==> config.mk <==
export PLATFORM = sky130hd
export DESIGN_NAME = intra_ang_sched
export DESIGN_NICKNAME = d
export VERILOG_FILES = /design/src/rtl/intra_ang_sched.sv
export SDC_FILE = /design/constraint.sdc
export NUM_CORES = 1
export LEC_CHECK = 0
export BUFFER_PORTS_ARGS = -buffer_cell sky130_fd_sc_hd__buf_2
export CAP_MARGIN = 25
export CORE_ASPECT_RATIO = 0.7
export CORE_MARGIN = 2
export CORE_UTILIZATION = 59
export CTS_CLUSTER_DIAMETER = 60
export DETAILED_ROUTE_END_ITERATION = 6
export GPL_TIMING_DRIVEN = 0
export HOLD_SLACK_MARGIN = 0.02
export PLACE_DENSITY = 0.79
export SYNTH_ARGS = -nofsm -noshare
export SYNTH_HDL_FRONTEND = slang
export SYNTH_SLANG_ARGS = --single-unit
==> constraint.sdc <==
create_clock -name clk -period 8.9 [get_ports clk]
set_input_delay 0.89 -clock clk [delete_from_list [all_inputs] [get_ports clk]]
set_output_delay 0.89 -clock clk [all_outputs]
set_load 0.01 [all_outputs]
==> src/rtl/intra_ang_sched.sv <==
// Intra angular prediction beat scheduler: walks the 4x4 sub-block groups of one block and
// emits LUT angle/row indices plus row reference offsets. Optional macro INTRA_SCHED_STALL_CNT_EN adds stall_cnt.
module intra_ang_sched #(
    parameter int unsigned SIZE_W = 2
) (
    input  logic              clk,
    input  logic              rst,
    input  logic              start,
    input  logic [4:0]        ang,
    input  logic [SIZE_W-1:0] blk_size,
    input  logic              out_ready,
    output logic              busy,
    output logic              out_valid,
    output logic [4:0]        lut_ang,
    output logic [2:0]        lut_ypos,
    output logic [2:0]        col_grp,
    output logic [6:0]        ref_base,
`ifdef INTRA_SCHED_STALL_CNT_EN
    output logic [15:0]       stall_cnt,
`endif
    output logic              last,
    output logic              done
);
    localparam int unsigned ANG_W = 5;
    localparam int unsigned GRP_W = 3;
    localparam int unsigned REF_W = 7;
    localparam int unsigned AV_W  = 7;
    localparam int unsigned MUL_W = 12;

    typedef enum logic [0:0] {IDLE, RUN} state_t;

    state_t                  state;
    logic signed [AV_W-1:0]  a_val;
    logic [GRP_W-1:0]        max_grp;
    logic [ANG_W-1:0]        ang_idx_c;
    logic signed [AV_W-1:0]  ang_val_c;
    logic [GRP_W-1:0]        max_grp_c;

    // Out-of-range indices fall back to the zero-angle entry.
    function automatic logic [ANG_W-1:0] ang_norm(input logic [ANG_W-1:0] a);
        return (a > ANG_W'(16)) ? ANG_W'(8) : a;
    endfunction

    function automatic logic signed [AV_W-1:0] ang_decode(input logic [ANG_W-1:0] idx);
        case (idx)
            5'd0:    return -7'sd2;
            5'd1:    return -7'sd5;
            5'd2:    return -7'sd9;
            5'd3:    return -7'sd13;
            5'd4:    return -7'sd17;
            5'd5:    return -7'sd21;
            5'd6:    return -7'sd26;
            5'd7:    return -7'sd32;
            5'd9:    return 7'sd2;
            5'd10:   return 7'sd5;
            5'd11:   return 7'sd9;
            5'd12:   return 7'sd13;
            5'd13:   return 7'sd17;
            5'd14:   return 7'sd21;
            5'd15:   return 7'sd26;
            5'd16:   return 7'sd32;
            default: return 7'sd0;
        endcase
    endfunction

    // Offset of the first row of a 4-row group: ((4*y+1)*A) >>> 5.
    function automatic logic [REF_W-1:0] calc_ref(input logic [GRP_W-1:0] y,
                                                  input logic signed [AV_W-1:0] a);
        logic signed [MUL_W-1:0] yv;
        logic signed [MUL_W-1:0] av;
        logic signed [MUL_W-1:0] prod;
        yv   = {7'b0, y, 2'b01};
        av   = {{(MUL_W-AV_W){a[AV_W-1]}}, a};
        prod = yv * av;
        return REF_W'(prod >>> 5);
    endfunction

    always_comb begin
        ang_idx_c = ang_norm(ang);
        ang_val_c = ang_decode(ang_idx_c);
        max_grp_c = GRP_W'((8'd1 << blk_size) - 8'd1);
    end

    always_ff @(posedge clk or posedge rst) begin
        if (rst) begin
            state     <= IDLE;
            busy      <= 1'b0;
            out_valid <= 1'b0;
            lut_ang   <= '0;
            lut_ypos  <= '0;
            col_grp   <= '0;
            ref_base  <= '0;
            last      <= 1'b0;
            done      <= 1'b0;
            a_val     <= '0;
            max_grp   <= '0;
`ifdef INTRA_SCHED_STALL_CNT_EN
            stall_cnt <= '0;
`endif
        end else begin
            done <= 1'b0;
            case (state)
                IDLE: begin
                    // A start coinciding with done still belongs to the finished block.
                    if (start && !done) begin
                        state     <= RUN;
                        busy      <= 1'b1;
                        out_valid <= 1'b1;
                        lut_ang   <= ang_idx_c;
                        a_val     <= ang_val_c;
                        max_grp   <= max_grp_c;
                        lut_ypos  <= '0;
                        col_grp   <= '0;
                        ref_base  <= calc_ref('0, ang_val_c);
                        last      <= (max_grp_c == '0);
`ifdef INTRA_SCHED_STALL_CNT_EN
                        stall_cnt <= '0;
`endif
                    end
                end
                RUN: begin
                    if (out_ready) begin
                        if (last) begin
                            state     <= IDLE;
                            busy      <= 1'b0;
                            out_valid <= 1'b0;
                            last      <= 1'b0;
                            done      <= 1'b1;
                        end else if (col_grp == max_grp) begin
                            col_grp  <= '0;
                            lut_ypos <= lut_ypos + GRP_W'(1);
                            ref_base <= calc_ref(lut_ypos + GRP_W'(1), a_val);
                            last     <= 1'b0;
                        end else begin
                            col_grp <= col_grp + GRP_W'(1);
                            last    <= (lut_ypos == max_grp) && (col_grp + GRP_W'(1) == max_grp);
                        end
                    end
`ifdef INTRA_SCHED_STALL_CNT_EN
                    else if (stall_cnt != 16'hFFFF) begin
                        stall_cnt <= stall_cnt + 16'd1;
                    end
`endif
                end
                default: state <= IDLE;
            endcase
        end
    end
endmodule

==> reports/metrics.yaml, run 1 <==
slowest_stage: "fa_1"
cp_max_fo: 7
switching_share_pct: 45.9
clkTransAtPathRegs_ns: 0.07
synth_seq_area_share_pct: 29.3
io_buffer_count: 31
final_cell_area_um2: 3060
io_pins: 33
hp-class: "reg2reg"
relSlewSlack_pct: 47.6
grt_antenna_before_repair: 0
ys_seq_elements: 32
wl_per_cell_um: 14.3
drt_iter0_drc: 65
drtAntennaViolNets: 0
synth-main-ff-cell: "dfrtp_1"
drt_pre_antenna_iters: 4
viasPerCell: 5.49
h-tree-depth: 2
critPathLaunchType: "flop"
vias: 2218
cts-root-buf: "clkbuf_8"
final_cell_mix: "inv_1 (40), nand2_1 (39), buf_2 (35)"
setup_viol: 0
ys_async_sr_fraction_pct: 100
die_w_um: 85.3
core-area_um2: 4400
r2r-end: "ref_base[5]"
top_usage_layer: "met2"
yosysWarnings: 0
hp-start: "ref_base[0]"
holdBufCountCts: 0
place_area_um2: 2980
grt_max_degree: 18
synth_cell_type_count: 46
cts_setup_buffers: 0
finClkSkew_ns: 0.00869
layout_commonest_cell: "inv_1"
wl_mm: 5.78
use_met1_pct: 33.8
cts_resized: 0
critical_path_class: "reg2reg"
cts_tree: "built"
num_rows: 20
p_switching_uw: 426
maxSlewViolCount: 0
max-vdd-ir-drop_uv: 168
gp_congestion: 0.961
cp.required_ns: 9.06
grt_overflow: 0
cp_slowest_stage_delay_ns: 0.53
ff2ff_path_depth: 14
crit_top_cell: "ha_1"
whs_path_depth: 2
gr-usage-met2_pct: 39.1
period_needed_ns: 4.20
clockBufferDepth: 2
rsz0062_at_grt: "false"
num-nets-final: 402
end_kind: "flop"
drv_cap: 0
syn-cell-area_um2: 2730
syn_area_per_cell_um2: 8.81
tightest_slew_ns: 0.786
p_per_area_nw_per_um2: 304
path_cells: "ha_1, xor2_1, and2_1, ha_1, fa_1, inv_1, fa_1, inv_1, ha_1, nor2b_1, o31ai_1, a21oi_1, a31oi_1, a31oi_1"
final_core_util_pct: 69.5
min_to: "ref_base[0]"
syn_inst: 310
tns_ns: 0
initial_core_util_pct: 62.0
clock_latency_ns: 0.29
diodes: 0
worst-endpoint-arrival_ns: 4.36
leakage_uw: 0.00159
die_y_um: 60.9
cts-buffers-inserted: 5
intPower_uw: 503
area_growth_pct: 12.0
synth-edff-count: 0
final_layout_size_suffix_gt1_share_pct: 16.6
outcome: "completed"
grt_first_pass_wirelength_mm: 9.54
route.detailed.drc: 0
grt_usage_pct: 24.3
use_met3_pct: 5.31
cts_sinks: 32
p_clk_share_pct: 11.3
worst_hold_slack_ns: 0.484
dp_hpwl_mm: 4.64
die_area_um2: 5200
fill_cells: 350
finalHoldViolations: 0
rrSetupSlack_ns: 4.70
seq_power_share_pct: 29.0
grt_pass1_vias: 2011
min_period_over_period_pct: 47.2
worstReg2RegStart: "lut_ypos[1]"
fmax_mhz: 238
power_frac_comb_pct: 59.7
postSynthNetCount: 363
==> state kept, by name (all words and copies together), names as in the netlist <==
| register | flops |
|---|---|
| a_val | 7 |
| col_grp | 3 |
| done | 1 |
| last | 1 |
| lut_ang | 5 |
| lut_ypos | 3 |
| max_grp | 3 |
| out_valid | 1 |
| ref_base | 7 |
| state | 1 |
==> stage by stage <==
stage                     setup slack (ns)  total power, uW  std cells
after floorplan                       5.23              672        310
after global placement                4.82              802        396
after detailed placement              4.74              835        397
after CTS                             4.74              939        404
after global routing                  4.44             1030        404
final                                 4.70              929        404
==> layout make-up <==
type	instances	area (um2)	share of cell area (%)
Inverter	40	150	4.91
Timing Repair Buffer	32	183	5.97
Clock buffer	6	72.6	2.37
Buffer	11	72.6	2.37
Tap cell	55	68.8	2.25
Clock inverter	1	5.00	0.164
Multi-Input combinational cell	227	1710	55.8
Sequential cell	32	801	26.2
==> worst max-delay path: cells and delay by family (launching register included) <==
| kind | cells | cell delay, ns |
|---|---|---|
| compound gates | 4 | 0.82 |
| xor+xnor | 1 | 0.46 |
| fa+ha+maj | 5 | 1.88 |
| buf+inv | 2 | 0.09 |
| flops | 1 | 0.45 |
| simple gates | 2 | 0.36 |
==> worst max path at each step <==
stage	startpoint	to	depth (start not counted)	slack, ns
after CTS	lut_ypos[1]	ref_base[5]	14	4.74
after floorplan	lut_ypos[0]	ref_base[5]	14	5.23
after global placement	lut_ypos[0]	ref_base[4]	14	4.82
after global routing	lut_ypos[1]	ref_base[4]	14	4.44
final	lut_ypos[1]	ref_base[5]	14	4.70
after detailed placement	lut_ypos[1]	ref_base[5]	14	4.74
==> layer usage <==
layer | up-vias | routed length [um]
met3 | 10 | 245
li1 | 1098 | -
met2 | 53 | 2640
met5 | - | 0
met4 | 0 | 51
met1 | 1057 | 2850
==> synthesized netlist by cell type (4+ instances only) <==
master	n	area (um2)
nand3_1	9	45.0
a31oi_1	5	31.3
nand2_1	39	146
xnor2_1	7	61.3
o21ai_0	27	135
dfrtp_1	32	801
ha_1	28	350
buf_2	4	20.0
nor2b_1	8	50.1
xor2_1	5	43.8
fa_1	14	280
nor2_1	16	60.1
and2_1	15	93.8
a21oi_1	14	70.1
inv_1	40	150
==> power groups by stage <==
stage | clock network (uW) | logic, uW | registers [uW]
4_1_cts | 107 | 561 | 271
5_1_grt | 114 | 630 | 281
3_3_place_gp | 0 | 533 | 269
6_report | 105 | 554 | 270
2_1_floorplan | 0 | 399 | 274
3_5_place_dp | 0 | 561 | 274
==> cell families after synthesis <==
group	share of synthesized area (%)
flip-flops	29.3
buffers and inverters	8.15
adder cells (fa/ha/maj)	23.1
AO/OA/AOI/OAI	13.3
AND/OR/NAND/NOR	20.4
XOR/XNOR	3.85
multiplexers	1.92
Note: power is estimated with default switching activity, not from simulation.
==> inputs of run 2 (changes only) <==
--- a/config.mk
+++ b/config.mk
@@ -5,16 +5,17 @@
 export SDC_FILE = /design/constraint.sdc
 export NUM_CORES = 1
 export LEC_CHECK = 0
+export ABC_AREA = 1
 export BUFFER_PORTS_ARGS = -buffer_cell sky130_fd_sc_hd__buf_2
 export CAP_MARGIN = 25
 export CORE_ASPECT_RATIO = 0.7
 export CORE_MARGIN = 2
-export CORE_UTILIZATION = 59
+export CORE_UTILIZATION = 53
 export CTS_CLUSTER_DIAMETER = 60
 export DETAILED_ROUTE_END_ITERATION = 6
 export GPL_TIMING_DRIVEN = 0
 export HOLD_SLACK_MARGIN = 0.02
-export PLACE_DENSITY = 0.79
+export PLACE_DENSITY = 0.75
 export SYNTH_ARGS = -nofsm -noshare
 export SYNTH_HDL_FRONTEND = slang
 export SYNTH_SLANG_ARGS = --single-unit
==> constraint.sdc (replaced) <==
create_clock -name clk -period 3.5 [get_ports clk]
set_input_delay 0.35 -clock clk [delete_from_list [all_inputs] [get_ports clk]]
set_output_delay 0.35 -clock clk [all_outputs]
set_load 0.01 [all_outputs]
==> run 2 against run 1 <==
Effect of this change: the run now ends with setup timing left; critical path depth increased by 1; via count increased by 11%; core utilization increased by 0.55 points; clock-buffer cell count increased by 1; sequential share of layout area decreased by 2.6 points; non-clock buffer count increased by 8; final cell count increased by 19%; critical endpoint is now ref_base[6].
==> reports/metrics.yaml, run 2 <==
cts_sinks: 32
syn_area_per_cell_um2: 7.50
diodes: 0
ys_top_cells_by_area: "dfrtp_1 (29%), ha_1 (13%), inv_1 (11%), fa_1 (10%), nand2_1 (9.1%)"
path_buf_inv: 2
synth_seq_area_share_pct: 29.5
worst_hold_slack_ns: 0.0817
cp_max_fo: 6
clock_latency_ns: 0.28
worst-endpoint-arrival_ns: 3.80
yosysTopAreaCell: "dfrtp_1"
synth-main-ff-cell: "dfrtp_1"
end_kind: "flop"
path_cells: "ha_4, xnor2_4, buf_6, inv_1, nand2_1, ha_1, fa_1, fa_1, ha_4, a21oi_1, o21a_1, nand2_1, nand2_1, nand3_2, a21oi_2"
gp_congestion: 0.895
critical_path_class: "reg2reg"
final_cell_mix: "inv_1 (69), nand2_1 (62), nor2_1 (46)"
h-tree-depth: 2
cts_tree: "built"
wl_per_cell_um: 13.9
synthTopCellsByCount: "inv_1 (77), nand2_1 (66), nor2_1 (49)"
setup_viol: 3
core-area_um2: 4860
synth_fa_ha_area_share_pct: 23.2
place_area_um2: 3000
die_y_um: 63.9
largestRegisters: "a_val: 7 flops, ref_base: 7 flops, lut_ang: 5 flops"
final_cell_area_um2: 3400
hp-class: "in2async"
num-nets-final: 465
drt_pre_antenna_iters: 5
ys_async_sr_fraction_pct: 100
grt_antenna_before_repair: 0
grt_first_pass_wirelength_mm: 10.3
dp_slack_ns: -0.404
finClkSkew_ns: 0.00477
yosysTopAreaCellShare_pct: 29.5
cts-root-buf: "clkbuf_8"
synth_most_common_cell: "inv_1"
grt_overflow: 0
area_growth_pct: 25.3
io_pins: 33
critical_path.top_delay_family: "adder cells"
slowest_stage: "fa_1"
vias: 2468
synth_cell_type_count: 31
die_w_um: 89.6
fmax_mhz: 280
synthMuxAreaShare_pct: 0
synth_top_family_by_area: "adder cells"
viasPerCell: 5.12
synth-edff-count: 0
synth-simple-area-share_pct: 22.2
maxSlewViolCount: 0
drt_iter0_drc: 233
fill_cells: 365
clockBufferDepth: 2
rsz0062_at_grt: "true"
tightest_slew_ns: 0.499
initial_core_util_pct: 55.9
die_area_um2: 5720
clkTransAtPathRegs_ns: 0.07
cts-buffers-inserted: 5
grt_pass1_vias: 2279
yosysWarnings: 0
cp.required_ns: 3.72
grt_usage_pct: 23.2
outcome: "complete, but fails checks"
syn-cell-area_um2: 2720
postSynthNetCount: 415
timing.final.ws_setup_ns: -0.0778
layout_commonest_cell: "inv_1"
drv_cap: 0
finalHoldViolations: 0
synth_xor_area_share_pct: 2.90
final_layout_size_suffix_gt1_share_pct: 25.4
syn_inst: 362
rrSetupSlack_ns: -0.08
relSlewSlack_pct: 66.7
wl_mm: 6.68
tns_ns: -0.160
crit_top_cell: "nand2_1"
route.detailed.drc: 0
min_period_over_period_pct: 102
grt_max_degree: 24
num_rows: 21
dp_hpwl_mm: 4.63
io_buffer_count: 32
drtAntennaViolNets: 0
synth_compound_area_share_pct: 9.53
ys_seq_elements: 32
violations: "setup timing"
cp_slowest_stage_delay_ns: 0.62
holdBufCountCts: 0
critPathLaunchType: "flop"
period_needed_ns: 3.58
==> run 2: cell count changes after synthesis, moves of 4 or more <==
cell     change
a31oi_1      -4
and2_1      -14
inv_1       +37
nand2_1     +27
nand3_1      +7
nor2_1      +33
nor2b_1      -8
==> run 2: cell families after synthesis <==
family	count (synthesis)
compound gates	48
xor+xnor	9
fa+ha+maj	42
buf+inv	87
flops	32
simple gates	144
==> run 2: area by class of cell <==
| cell class | instances | area [um2] | share of cell area [%] |
|---|---|---|---|
| plain buffers | 7 | 42.5 | 1.25 |
| clock buffers | 7 | 96.3 | 2.83 |
| clock inverters | 1 | 30.0 | 0.882 |
| inverters | 79 | 298 | 8.75 |
| multi-input cells | 243 | 1770 | 52.0 |
| flip-flops and latches | 32 | 801 | 23.5 |
| well taps | 69 | 86.3 | 2.54 |
| repair buffers | 44 | 282 | 8.27 |
==> run 2: layer usage <==
metal | track usage, % | up-vias | share of wire [%]
li1 | - | 1213 | -
met5 | 0 | - | 0
met3 | 4.65 | 15 | 4.8
met4 | 4.66 | 0 | 1.7
met2 | 35.5 | 75 | 47
met1 | 34.3 | 1165 | 46
==> run 2: worst register-to-register path, cell delays in order (launching register included) <==
cell	delay, ns
dfrtp_1	0.42
ha_4	0.20
xnor2_4	0.28
buf_6	0.16
inv_1	0.06
nand2_1	0.08
ha_1	0.26
fa_1	0.52
fa_1	0.62
ha_4	0.23
a21oi_1	0.16
o21a_1	0.19
nand2_1	0.07
nand2_1	0.07
nand3_2	0.08
a21oi_2	0.12
==> run 2: final timing paths <==
check                       startpoint          end  depth (start not counted)
max                        lut_ypos[1]  ref_base[6]                         15
min                                rst   lut_ang[4]                          2
max reg2reg                lut_ypos[1]  ref_base[6]                         15
min reg2reg                 lut_ang[2]   lut_ang[2]                          2
max in group asynchronous          rst  ref_base[4]                          3
min in group clk           blk_size[1]   max_grp[1]                          3
==> run 2: metrics by stage <==
stage | util (%) | std cells
floorplan | - | 362
global placement | 61.2 | 463
detailed placement | 61.8 | 464
CTS | 67.0 | 478
global route | 70.0 | 482
finish | 70.0 | 482
==> run 2: what timing repair did <==
item                       in CTS  in global routing
setup endpoints to repair       7                  6
hold endpoints to repair        0                  0
pin swaps                       9                 31
resized for setup              15                 31
setup buffers                   7                  4
Power of run 2 is not shown: default switching activity piles up to over one toggle a cycle in this logic, so the estimate is an artifact.
